## src/rtl/ldpc_3gpp_enc_src_pack.sv

```systemverilog
// Packs pIN_W-bit source beats into pDAT_W-bit words for the encoder matrix register; 1-cycle beat-to-write latency.
// ordy drops only while zero-filling a short block; iclkena low freezes all state and outputs.
module ldpc_3gpp_enc_src_pack #(
  parameter int pDAT_W = 8,
  parameter int pIN_W  = 2,
  parameter int pZC_W  = 8
) (
  input  logic              iclk,
  input  logic              ireset,
  input  logic              iclkena,
  input  logic [pZC_W-1:0]  izc_words,
  input  logic              ival,
  input  logic              isop,
  input  logic              ieop,
  input  logic [pIN_W-1:0]  idat,
  output logic              ordy,
  output logic              owrite,
  output logic              owstart,
  output logic [pDAT_W-1:0] owdat,
  output logic              odone
);

  localparam int BPW = pDAT_W / pIN_W;
  localparam int KW  = (BPW > 1) ? $clog2(BPW) : 1;

  typedef enum logic [1:0] {IDLE, PACK, FILL} state_t;

  state_t            state, nxt;
  logic [pZC_W-1:0]  n, widx;
  logic [KW-1:0]     k;
  logic [pDAT_W-1:0] sbuf;

  logic              acc, start, beat, full, emit_beat, last_beat, fill_last;
  logic [pZC_W-1:0]  nsel, eff_n, eff_w;
  logic [KW-1:0]     eff_k;
  logic [pDAT_W-1:0] wrd;

  // An isop beat restarts the block from scratch, so its slot/word/size come from the new block.
  always_comb begin
    acc       = ival & ordy & iclkena;
    start     = acc & isop;
    beat      = acc & (isop | (state == PACK));
    nsel      = (izc_words == '0) ? pZC_W'(1) : izc_words;
    eff_k     = start ? '0 : k;
    eff_w     = start ? '0 : widx;
    eff_n     = start ? nsel : n;
    wrd       = start ? '0 : sbuf;
    wrd[int'(eff_k)*pIN_W +: pIN_W] = idat;
    full      = (eff_k == KW'(BPW - 1));
    emit_beat = beat & (full | ieop);
    last_beat = (eff_w == eff_n - pZC_W'(1));
    fill_last = (widx == n - pZC_W'(1));
  end

  always_ff @(posedge iclk or posedge ireset) begin
    if (ireset)       state <= IDLE;
    else if (iclkena) state <= nxt;
  end

  always_comb begin
    nxt = state;
    case (state)
      IDLE, PACK: begin
        if (emit_beat)  nxt = last_beat ? IDLE : (ieop ? FILL : PACK);
        else if (beat)  nxt = PACK;
      end
      FILL:    nxt = fill_last ? IDLE : FILL;
      default: nxt = IDLE;
    endcase
  end

  always_comb begin
    ordy = (state != FILL);
  end

  always_ff @(posedge iclk or posedge ireset) begin
    if (ireset) begin
      owrite  <= 1'b0;
      owstart <= 1'b0;
      odone   <= 1'b0;
      owdat   <= '0;
      n       <= '0;
      widx    <= '0;
      k       <= '0;
      sbuf    <= '0;
    end else if (iclkena) begin
      owrite  <= 1'b0;
      owstart <= 1'b0;
      odone   <= 1'b0;
      if (beat) begin
        n <= eff_n;
        if (emit_beat) begin
          owrite  <= 1'b1;
          owstart <= (eff_w == '0);
          odone   <= last_beat;
          owdat   <= wrd;
          widx    <= eff_w + pZC_W'(1);
          k       <= '0;
          sbuf    <= '0;
        end else begin
          widx <= eff_w;
          k    <= eff_k + KW'(1);
          sbuf <= wrd;
        end
      end else if (state == FILL) begin
        owrite  <= 1'b1;
        owstart <= (widx == '0);
        odone   <= fill_last;
        owdat   <= '0;
        widx    <= widx + pZC_W'(1);
      end
    end
  end

endmodule

```

## config.mk

```make
export PLATFORM = sky130hd
export DESIGN_NAME = ldpc_3gpp_enc_src_pack
export DESIGN_NICKNAME = d
export VERILOG_FILES = /design/src/rtl/ldpc_3gpp_enc_src_pack.sv
export SDC_FILE = /design/constraint.sdc
export NUM_CORES = 1
export LEC_CHECK = 0
export ABC_AREA = 1
export CAP_MARGIN = 20
export CORE_ASPECT_RATIO = 2
export CORE_UTILIZATION = 58
export DETAILED_ROUTE_END_ITERATION = 12
export PLACE_DENSITY = 0.82
export SYNTH_ARGS = -nofsm -noshare
export SYNTH_HDL_FRONTEND = slang
export SYNTH_SLANG_ARGS = --single-unit
```

## constraint.sdc

```tcl
create_clock -name iclk -period 2.8 [get_ports iclk]
set_clock_uncertainty 0.1 [all_clocks]
set_input_delay 0.42 -clock iclk [delete_from_list [all_inputs] [get_ports iclk]]
set_output_delay 0.42 -clock iclk [all_outputs]
set_load 0.02 [all_outputs]
```

==> summary.txt <==
CP required = 2900 ps
Post-CTS Setup Bufs = 0
Seq pwr share = 26.9%
Synth top cells by count = nand2_1, inv_1, nor2_1
Die area = 5400 µm²
Syn nets = 450
Post-DP HPWL = 6320 µm
Clk_lat worst skew = 310 ps
CTS H-Tree Depth = 2
Post-synth EDFFs = 0
# setup viols final = 0
Post-DR wirelength/cell = 15.2 µm
Post-route ant nets = 0
Worst VDD drop = 0.710 mV
CTS clock-pin slew for the worst setup and hold paths = 90 ps
Clock power frac = 10.9%
Sw frac = 49.3%
CTS Hold Bufs = 0
Gr usage total = 34.8%
Final Util = 73.0%
Synth Warn # = 0
RD Place Congestion = 0.916
Initial Utilization = 60.7%
Worst Max-Slew Pin Slew = 514 ps
CTS buffer count = 5
Layout area overhead = 20.3%
#FFs+latches synth = 39
Register area = 976 µm²
Status = complete, no violations
Hold Fails Final Rpt = 0
CP Class = input port to flip-flop
RSZ-0062 raised after global routing = false
Die height = 103 µm
Max Slew Vio Count = 0
Max Cap Viol = 0
Drt total wl = 8160 µm
Die X = 52.5 µm
Critical Path Source Type = input port
Mapped Area = 2950 µm²
Final nets = 508
Initial antenna violation count = 0
CTS tree = done
Pin count of the biggest net entering global routing = 40
Worst hold path type = flip-flop to flip-flop
Sequential area share after synthesis = 33.1%
Clock sink count = 39
First-pass GRT wire length = 13,600 µm
Fillers = 386
Final Worst Setup Slack = 233 ps
Synth area leader = dfrtp_1
Clock tree buffer depth = 2
Internal Power = 1.80 mW
Final worst-path cycle share = 91.7%
Cts repair resizes = 0
Slew HR = 65.7%
IO Pins = 28
Count leader, synth = nand2_1
Crit path max fanout = 16
Vias/cell = 5.57
Pre-Repair DR Iteration Count = 4
Leak = 1.77 nW
Layout cell share with drive strength beyond 1 = 13.7%
Number of DRC markers in iteration 0 = 83
Async SR Flop Fraction = 100%
CP arrival = 2670 ps
Antenna Cells = 0
Synth area leaders = dfrtp_1, nand2_1, inv_1
DP Worst Slack = -68.1 ps
Core area = 4860 µm²
Vias in the first global route = 3,037
Final period demand of the worst path = 2570 ps
Most used DFF post-synth = dfrtp_1
Yosys top cell area share = 33.1%
Pwr Density = 997 nW/µm²
Max Freq = 390 MHz
Unique masters post-synth = 42
Congestion Overflow GR = 0
Routed via count = 2,995
Row cnt = 36
Area occupied by multi-input gates = 1650 µm²
Clock root cell = clkbuf_8
# DRC = 0
Comb power frac = 62.1%
Number of buffers added on ports = 27
Endpoint type of the worst setup path = flip-flop
Reported net switching power = 1.74 mW
Cell count after synthesis = 422
Final Power = 3.54 mW
Syn Area/Cell = 7.00 µm²
[layout by cell type (no fill, tap or decap), types with 3 or more instances in the layout]
master,count
a21oi_1,5
a31oi_1,6
buf_4,32
clkbuf_8,5
clkdlybuf4s50_1,27
dfrtp_1,39
ha_1,12
inv_1,61
inv_2,3
nand2_1,107
nand2_2,4
nand3_1,37
nand4_1,3
nor2_1,41
nor2_2,6
nor3_1,9
nor4_1,3
o21ai_0,24
o21ai_1,3
o22ai_1,9
or2_2,3
xnor2_1,4
xor2_1,11
[routing by layer]
layer / wire, µm / share of wire (%) / vias to the layer above / global-route usage [%]
met5: 0 / 0 / - / 0
met4: 396 / 4.9 / 0 / 24.7
met3: 381 / 4.7 / 30 / 9.88
met2: 4540 / 56 / 86 / 61.6
met1: 2840 / 35 / 1403 / 32.7
li1: - / - / 1476 / -
[critical path, stage by stage]
cell and delay, ps:
clkdlybuf4s50_1 430, nand2_2 130, nor2_8 40, nand2_4 70
buf_4 240, nand2_1 90, nand2_1 100, ha_1 180
inv_1 70, buf_4 140, nand2_1 70, nand3_1 80
nand2_1 90, nand2_1 50, inv_1 50, nand2_1 50
nor2_2 140, nand3_2 110, nand2_1 70, o21ai_1 50
[final timing paths]
path | start | endpoint | slack [ps] | cells after the start
worst max register to register | state[0]$_DFFE_PP0P_ | state[0]$_DFFE_PP0P_ | 350 | 19
worst min-delay path | owdat[2]$_DFFE_PP0P_ | owdat[2]$_DFFE_PP0P_ | 390 | 2
worst min register to register | owdat[2]$_DFFE_PP0P_ | owdat[2]$_DFFE_PP0P_ | 390 | 2
worst max-delay path | iclkena | state[0]$_DFFE_PP0P_ | 230 | 20
max in group asynchronous | ireset | n[5]$_DFFE_PP0P_ | 1800 | 3
min in group asynchronous | ireset | owstart$_DFFE_PP0P_ | 430 | 3
[power by group through the flow]
| stage | logic [mW] | registers (mW) | clock network, mW |
|---|---|---|---|
| floorplan | 1.55 | 0.922 | 0 |
| global placement | 2.11 | 0.946 | 0 |
| detailed placement | 2.16 | 0.952 | 0 |
| CTS | 2.18 | 0.944 | 0.391 |
| global route | 2.48 | 0.970 | 0.412 |
| finish | 2.20 | 0.954 | 0.387 |
[layout make-up]
cell class              count  share of cell area (%)
inverters                  67                    7.22
well taps                  57                    2.01
multi-input cells         308                    46.5
clock buffers               6                    2.04
clock inverters             2                   0.352
repair buffers             59                    14.4
flip-flops and latches     39                    27.5
[flip-flops by register name, indices dropped and copies added (netlist names)]
name	cells
n	8
owdat	8
sbuf	8
widx	8
k	2
state	2
odone	1
owrite	1
owstart	1
[cell families after synthesis]
group,synth area share [%]
and+or+nand+nor,34.2
buffers and inverters,10.9
AOI/OAI and AO/OA,12.3
DFF,33.1
xor gates and xnor gates,4.45
adders and majority gates,5.08
[metrics by stage]
stage                     instances  hold slack [ps]  cell area, µm²  setup TNS (ps)
after detailed placement        530              374            3470            -243
after floorplan                 422              353            2950               0
after global placement          530              367            3470           -7.55
final                           538              388            3550               0
after global routing            538              419            3550               0
after CTS                       538              393            3550               0
(Power assumes the default switching activity.)
